==> src/rtl/inst_fetch_if.sv <==
// Fetch-request / response channel plus the word-wide instruction RAM port
// seen by the memory-side fetch responder.
interface inst_fetch_if;
    logic        inst_en;
    logic [31:0] inst_addr;
    logic        inst_ok;
    logic        inst_ok_1;
    logic        inst_ok_2;
    logic [31:0] inst_data_1;
    logic [31:0] inst_data_2;
    logic        ram_req;
    logic [31:0] ram_addr;
    logic        ram_gnt;
    logic        ram_rvalid;
    logic [31:0] ram_rdata;

    // Responder side: serves fetches and issues RAM reads.
    modport slave (
        input  inst_en, inst_addr, ram_gnt, ram_rvalid, ram_rdata,
        output inst_ok, inst_ok_1, inst_ok_2, inst_data_1, inst_data_2,
               ram_req, ram_addr
    );

    // Environment side: pipeline front end plus the RAM.
    modport master (
        output inst_en, inst_addr, ram_gnt, ram_rvalid, ram_rdata,
        input  inst_ok, inst_ok_1, inst_ok_2, inst_data_1, inst_data_2,
               ram_req, ram_addr
    );
endinterface

==> src/rtl/inst_fetch_responder.sv <==
// Memory-side end of the dual-issue instruction channel: fetches one or two
// consecutive words from a req/gnt RAM port and returns them in one pulse.
module inst_fetch_responder #(
    parameter int unsigned BLOCK_BYTES = 32
) (
    input  logic        clk,
    input  logic        rst,
    inst_fetch_if.slave bus
);
    localparam int unsigned BLK_LSB = $clog2(BLOCK_BYTES);

    typedef enum logic [2:0] {
        S_IDLE,
        S_REQ1,
        S_REQ2,
        S_WAIT,
        S_RESP
    } state_e;

    state_e      state_q, state_d;
    logic [31:0] addr_q, addr_d;
    logic        two_words_q, two_words_d;
    logic [1:0]  gnt_cnt_q, gnt_cnt_d;
    logic [1:0]  rsp_cnt_q, rsp_cnt_d;
    logic        inst_ok_q, inst_ok_d;
    logic        inst_ok_1_q, inst_ok_1_d;
    logic        inst_ok_2_q, inst_ok_2_d;
    logic [31:0] inst_data_1_q, inst_data_1_d;
    logic [31:0] inst_data_2_q, inst_data_2_d;
    logic        ram_req_q, ram_req_d;
    logic [31:0] ram_addr_q, ram_addr_d;

    logic        grant;
    logic        rsp_window;
    logic [1:0]  gnt_total;
    logic        rsp_take;

    always_comb begin
        state_d       = state_q;
        addr_d        = addr_q;
        two_words_d   = two_words_q;
        gnt_cnt_d     = gnt_cnt_q;
        rsp_cnt_d     = rsp_cnt_q;
        inst_ok_d     = 1'b0;
        inst_ok_1_d   = 1'b0;
        inst_ok_2_d   = 1'b0;
        inst_data_1_d = inst_data_1_q;
        inst_data_2_d = inst_data_2_q;
        ram_req_d     = ram_req_q;
        ram_addr_d    = ram_addr_q;

        grant      = ram_req_q && bus.ram_gnt;
        rsp_window = (state_q == S_REQ2) || (state_q == S_WAIT) ||
                     ((state_q == S_REQ1) && grant);
        // Responses are capped by grants issued so far, including this cycle's.
        gnt_total  = gnt_cnt_q + {1'b0, grant};
        rsp_take   = bus.ram_rvalid && rsp_window && (rsp_cnt_q < gnt_total);

        if (rsp_take) begin
            rsp_cnt_d = rsp_cnt_q + 2'd1;
            if (rsp_cnt_q == 2'd0) begin
                inst_data_1_d = bus.ram_rdata;
            end else begin
                inst_data_2_d = bus.ram_rdata;
            end
        end

        unique case (state_q)
            S_IDLE: begin
                if (bus.inst_en) begin
                    addr_d = bus.inst_addr;
                    if (bus.inst_addr[1:0] != 2'b00) begin
                        state_d   = S_RESP;
                        inst_ok_d = 1'b1;
                    end else begin
                        inst_data_1_d = '0;
                        inst_data_2_d = '0;
                        gnt_cnt_d     = '0;
                        rsp_cnt_d     = '0;
                        // Slot 2 would cross the fetch block when the word index is last.
                        two_words_d   = ~&bus.inst_addr[BLK_LSB-1:2];
                        ram_req_d     = 1'b1;
                        ram_addr_d    = bus.inst_addr;
                        state_d       = S_REQ1;
                    end
                end
            end
            S_REQ1: begin
                if (grant) begin
                    gnt_cnt_d = gnt_cnt_q + 2'd1;
                    if (two_words_q) begin
                        ram_addr_d = addr_q + 32'd4;
                        state_d    = S_REQ2;
                    end else begin
                        ram_req_d = 1'b0;
                        state_d   = S_WAIT;
                    end
                end
            end
            S_REQ2: begin
                if (grant) begin
                    gnt_cnt_d = gnt_cnt_q + 2'd1;
                    ram_req_d = 1'b0;
                    state_d   = S_WAIT;
                end
            end
            S_WAIT: begin
                if (rsp_cnt_q == gnt_cnt_q) begin
                    inst_ok_d   = 1'b1;
                    inst_ok_1_d = 1'b1;
                    inst_ok_2_d = two_words_q;
                    state_d     = S_RESP;
                end
            end
            S_RESP: begin
                state_d = S_IDLE;
            end
            default: begin
                state_d   = S_IDLE;
                ram_req_d = 1'b0;
            end
        endcase
    end

    always_ff @(posedge clk) begin
        if (rst) begin
            state_q       <= S_IDLE;
            addr_q        <= '0;
            two_words_q   <= 1'b0;
            gnt_cnt_q     <= '0;
            rsp_cnt_q     <= '0;
            inst_ok_q     <= 1'b0;
            inst_ok_1_q   <= 1'b0;
            inst_ok_2_q   <= 1'b0;
            inst_data_1_q <= '0;
            inst_data_2_q <= '0;
            ram_req_q     <= 1'b0;
            ram_addr_q    <= '0;
        end else begin
            state_q       <= state_d;
            addr_q        <= addr_d;
            two_words_q   <= two_words_d;
            gnt_cnt_q     <= gnt_cnt_d;
            rsp_cnt_q     <= rsp_cnt_d;
            inst_ok_q     <= inst_ok_d;
            inst_ok_1_q   <= inst_ok_1_d;
            inst_ok_2_q   <= inst_ok_2_d;
            inst_data_1_q <= inst_data_1_d;
            inst_data_2_q <= inst_data_2_d;
            ram_req_q     <= ram_req_d;
            ram_addr_q    <= ram_addr_d;
        end
    end

    assign bus.inst_ok     = inst_ok_q;
    assign bus.inst_ok_1   = inst_ok_1_q;
    assign bus.inst_ok_2   = inst_ok_2_q;
    assign bus.inst_data_1 = inst_data_1_q;
    assign bus.inst_data_2 = inst_data_2_q;
    assign bus.ram_req     = ram_req_q;
    assign bus.ram_addr    = ram_addr_q;
endmodule

==> src/flat_wrapper.sv <==
// flat-port wrapper written by rule: the top's interface ports become plain ports
module inst_fetch_responder_flat 
#(
    parameter int unsigned BLOCK_BYTES = 32
)
  (clk, rst, bus_inst_en, bus_inst_addr, bus_ram_gnt, bus_ram_rvalid, bus_ram_rdata, bus_inst_ok, bus_inst_ok_1, bus_inst_ok_2, bus_inst_data_1, bus_inst_data_2, bus_ram_req, bus_ram_addr);
  inst_fetch_if bus_i ();
  input  logic clk;
  input  logic rst;
  input wire logic [$bits(bus_i.inst_en)-1:0] bus_inst_en;
  input wire logic [$bits(bus_i.inst_addr)-1:0] bus_inst_addr;
  input wire logic [$bits(bus_i.ram_gnt)-1:0] bus_ram_gnt;
  input wire logic [$bits(bus_i.ram_rvalid)-1:0] bus_ram_rvalid;
  input wire logic [$bits(bus_i.ram_rdata)-1:0] bus_ram_rdata;
  output wire logic [$bits(bus_i.inst_ok)-1:0] bus_inst_ok;
  output wire logic [$bits(bus_i.inst_ok_1)-1:0] bus_inst_ok_1;
  output wire logic [$bits(bus_i.inst_ok_2)-1:0] bus_inst_ok_2;
  output wire logic [$bits(bus_i.inst_data_1)-1:0] bus_inst_data_1;
  output wire logic [$bits(bus_i.inst_data_2)-1:0] bus_inst_data_2;
  output wire logic [$bits(bus_i.ram_req)-1:0] bus_ram_req;
  output wire logic [$bits(bus_i.ram_addr)-1:0] bus_ram_addr;
  assign bus_i.inst_en = bus_inst_en;
  assign bus_i.inst_addr = bus_inst_addr;
  assign bus_i.ram_gnt = bus_ram_gnt;
  assign bus_i.ram_rvalid = bus_ram_rvalid;
  assign bus_i.ram_rdata = bus_ram_rdata;
  assign bus_inst_ok = bus_i.inst_ok;
  assign bus_inst_ok_1 = bus_i.inst_ok_1;
  assign bus_inst_ok_2 = bus_i.inst_ok_2;
  assign bus_inst_data_1 = bus_i.inst_data_1;
  assign bus_inst_data_2 = bus_i.inst_data_2;
  assign bus_ram_req = bus_i.ram_req;
  assign bus_ram_addr = bus_i.ram_addr;
  inst_fetch_responder #(.BLOCK_BYTES(BLOCK_BYTES)) u_core (.clk(clk), .rst(rst), .bus(bus_i));
endmodule
==> config.mk <==
export PLATFORM = sky130hd
export DESIGN_NAME = inst_fetch_responder_flat
export DESIGN_NICKNAME = d
export VERILOG_FILES = /design/src/rtl/inst_fetch_if.sv /design/src/rtl/inst_fetch_responder.sv /design/src/flat_wrapper.sv
export SDC_FILE = /design/constraint.sdc
export NUM_CORES = 1
export LEC_CHECK = 0
export BUFFER_PORTS_ARGS = -buffer_cell sky130_fd_sc_hd__buf_2
export CORE_MARGIN = 5
export CORE_UTILIZATION = 40
export CTS_BUF_LIST = sky130_fd_sc_hd__clkbuf_2
export CTS_CLUSTER_DIAMETER = 50
export DETAILED_ROUTE_END_ITERATION = 10
export PLACE_DENSITY = 0.77
export SETUP_SLACK_MARGIN = 0.05
export SLEW_MARGIN = 20
export SYNTH_ARGS = -nofsm -noshare
export SYNTH_HDL_FRONTEND = slang
export SYNTH_SLANG_ARGS = --single-unit
export TNS_END_PERCENT = 10
==> constraint.sdc <==
create_clock -name clk -period 2.35 [get_ports clk]
set_input_delay 0 -clock clk [delete_from_list [all_inputs] [get_ports clk]]
set_output_delay 0 -clock clk [all_outputs]
set_load 0.005 [all_outputs]
==> results.cfg <==
[setup_path]
critPathArrivalTime_ps = 2900
cpPeakStageDelay_ps = 530
crit_path_cell_trace = nand3_2, xnor2_1, ha_1, or4b_4, a211oi_4, buf_4, buf_6, mux2i_1, nor2_1
critPathCaptureType = register
required_ps = 2980
critPathBufInv = 2
start_kind = register
cp_max_fo = 8
critPathKind = reg2reg
r2r_setup_slack_ps = 70
critical_path.top_delay_family = simple AND/OR/NAND/NOR gates
cp_slowest_cell = or4b_4

[timing]
whs_ps = -102.8
finalHoldViolations = 2
slew_headroom = 0.3596
rsz0062_at_grt = true
tightest_slew_ps = 960.5
period_minus_slack_ps = 2277
post-route-period-util = 0.9690
slew_viol_final = 0
fmax_ghz = 0.4391
setup_viol_count_final = 0
fin_skew_ps = 30.93

[status]
status = complete, but fails checks
violations = negative hold slack

[logic_synthesis]
syn_nets = 771
synthTopCellsByArea = dfxtp_1, mux2i_1, nand2_1, nor2_1, a21oi_1
synthMostInstantiatedCell = dfxtp_1
yosys.area.top_type_share = 0.4524
syn_area_per_cell_um2 = 8.862
synth.area.mux_share = 0.1066
synthAdderAreaFrac = 0.006059
synth-simple-area-share = 0.2028
synth.largest_area_cell = dfxtp_1
ys_types = 55
ys_warn_count = 0
syn-cell-area_um2 = 6195
yosys-top-cells-count = dfxtp_1, nand2_1, nor2_1
synth_top_family_by_area = simple AND/OR/NAND/NOR gates
synth_compound_area_frac = 0.1371
syn_inst = 699
yosys_register_bits = 140
synth-xor-area-share = 0.04666
ys_seq_area_frac = 0.4524
synthArstFlopShare = 0
synth_edf_count = 0
ys.flop_type = dfxtp_1

[die]
die-height_um = 134.4
design.core.area_um2 = 15200
ioPinCount = 169
start_util = 0.4075
core.rowCount = 45
die-area_um2 = 18080
die_x_um = 134.4

[clock_network]
cts_root_buffer = clkbuf_2
cts_tree = done
clock-sinks = 140
htreeDepth = 4
cts_buffers = 17
insertion_delay_ps = 710
clockBufferDepth = 2
clk_pin_slew_ps = 220

[layout]
final_util = 0.5905
fillers = 1233
n_antenna_cell = 0
post-route-cell-area_um2 = 8977
area_growth_pct = 44.92
drive_gt1_frac = 0.2635
final_nets = 1080

[run]
maxCapViolCount = 0

[global_routing]
grt_pass1_vias = 6142
grt_overflow_total = 0
grt_first_pass_wirelength_mm = 30.77
antenna_found_initial = 0
track_usage = 0.2090
grt_max_degree = 67

[placed_design]
gp_congestion = 0.8537
placed_area_um2 = 7300
io_buffers = 168
dp_hpwl_mm = 11.53

[drt]
antenna_left = 0
wirelength_met1_mm = 8.178
route.met2.wl_mm = 9.728
drc = 0
first_iter_violations = 481
met3WireLength_mm = 1.631
wl_per_cell_um = 16.38
dr.pass1.iters = 7
highest_layer = met4
vias_per_cell = 5.266
vias = 6366
routed_wirelength_mm = 19.80

[power]
powerDensity_nw_per_um2 = 664.1
power_leakage_uw = 0.003511
ir_drop_mv = 0.7729

[worst_hold_path]
hold_class = in2reg
state kept, by name, summed over array words and instances (netlist names):
register                flops
u_core.two_words_q          1
u_core.bus.ram_addr        32
u_core.rsp_cnt_q            2
u_core.state_q              3
u_core.bus.inst_data_1     32
u_core.bus.inst_ok_1        1
u_core.bus.ram_req          1
u_core.bus.inst_ok          1
u_core.bus.inst_data_2     32
u_core.gnt_cnt_q            2
u_core.addr_q              32
u_core.bus.inst_ok_2        1
routing by layer:
metal / up-vias / track usage
met3: 33 / 0.05664
met2: 299 / 0.3637
li1: 3054 / -
met4: 0 / 0.04808
met5: - / 0
met1: 2980 / 0.2585
cells by family after synthesis:
family          after synthesis
buf+inv                      62
fa+ha+maj                     3
simple gates                268
mux                          66
flops                       140
xor+xnor                     33
compound gates              127
final timing paths:
| path | to | cells past startpoint | from |
|---|---|---|---|
| max reg2reg | u_core.bus.inst_data_2[27] | 9 | u_core.bus.ram_req |
| min | u_core.rsp_cnt_q[0] | 5 | bus_ram_rvalid |
| min reg2reg | u_core.bus.ram_addr[4] | 2 | u_core.bus.ram_addr[4] |
| max | u_core.bus.inst_data_2[27] | 9 | u_core.bus.ram_req |
placed cells by master (no fill, tap or decap), types with 17 or more instances in the layout:
master         instances
a21oi_1               56
buf_2                168
buf_4                 25
clkbuf_2              17
dfxtp_1              137
dlygate4sd3_1        135
mux2i_1               66
nand2_1              102
nand3_1               19
nor2_1                79
xnor2_1               27
report_power, final:
part	leakage [uW]	switching, uW	total [uW]	internal (uW)
clock	0.000126	920	1400	482
sequential	0.00114	191	2790	2600
combinational	0.00225	947	1770	822
total	0.00351	2060	5960	3900
tightest hold or removal path, delay by kind of cell:
family	cells	cell delay [ps]
xor gates and xnor gates	1	130
buffers and inverters	1	100
AOI/OAI and AO/OA	1	80
and+or+nand+nor	2	260
per-stage QoR:
step / worst slack (ps) / total power (uW) / setup TNS (ps) / cells
detailed placement: 60.29 / 4295 / 0 / 1037
global route: -23.34 / 6330 / -23.34 / 1209
CTS: 40.00 / 5968 / 0 / 1202
floorplan: 53.71 / 3712 / 0 / 699
finish: 72.77 / 5962 / 0 / 1209
global placement: 170.4 / 4277 / 0 / 1037
layout make-up:
class | instances | area (um^2) | share of cell area
clock buffers | 17 | 85.08 | 0.009477
flip-flops and latches | 140 | 2806 | 0.3126
well taps | 188 | 235.2 | 0.02620
multi-input cells | 497 | 3118 | 0.3473
inverters | 16 | 60.06 | 0.006690
clock inverters | 15 | 148.9 | 0.01659
repair buffers | 336 | 2524 | 0.2811
what timing repair did:
action | in CTS | in global routing
hold buffers | 133 | 2
hold endpoints to repair | 140 | 6
cloned | 0 | 3
pin swaps | 0 | 4
resized for setup | 0 | 7
setup buffers | 0 | 2
setup endpoints to repair | 1 | 52
Note: power is estimated with default switching activity, not from simulation.
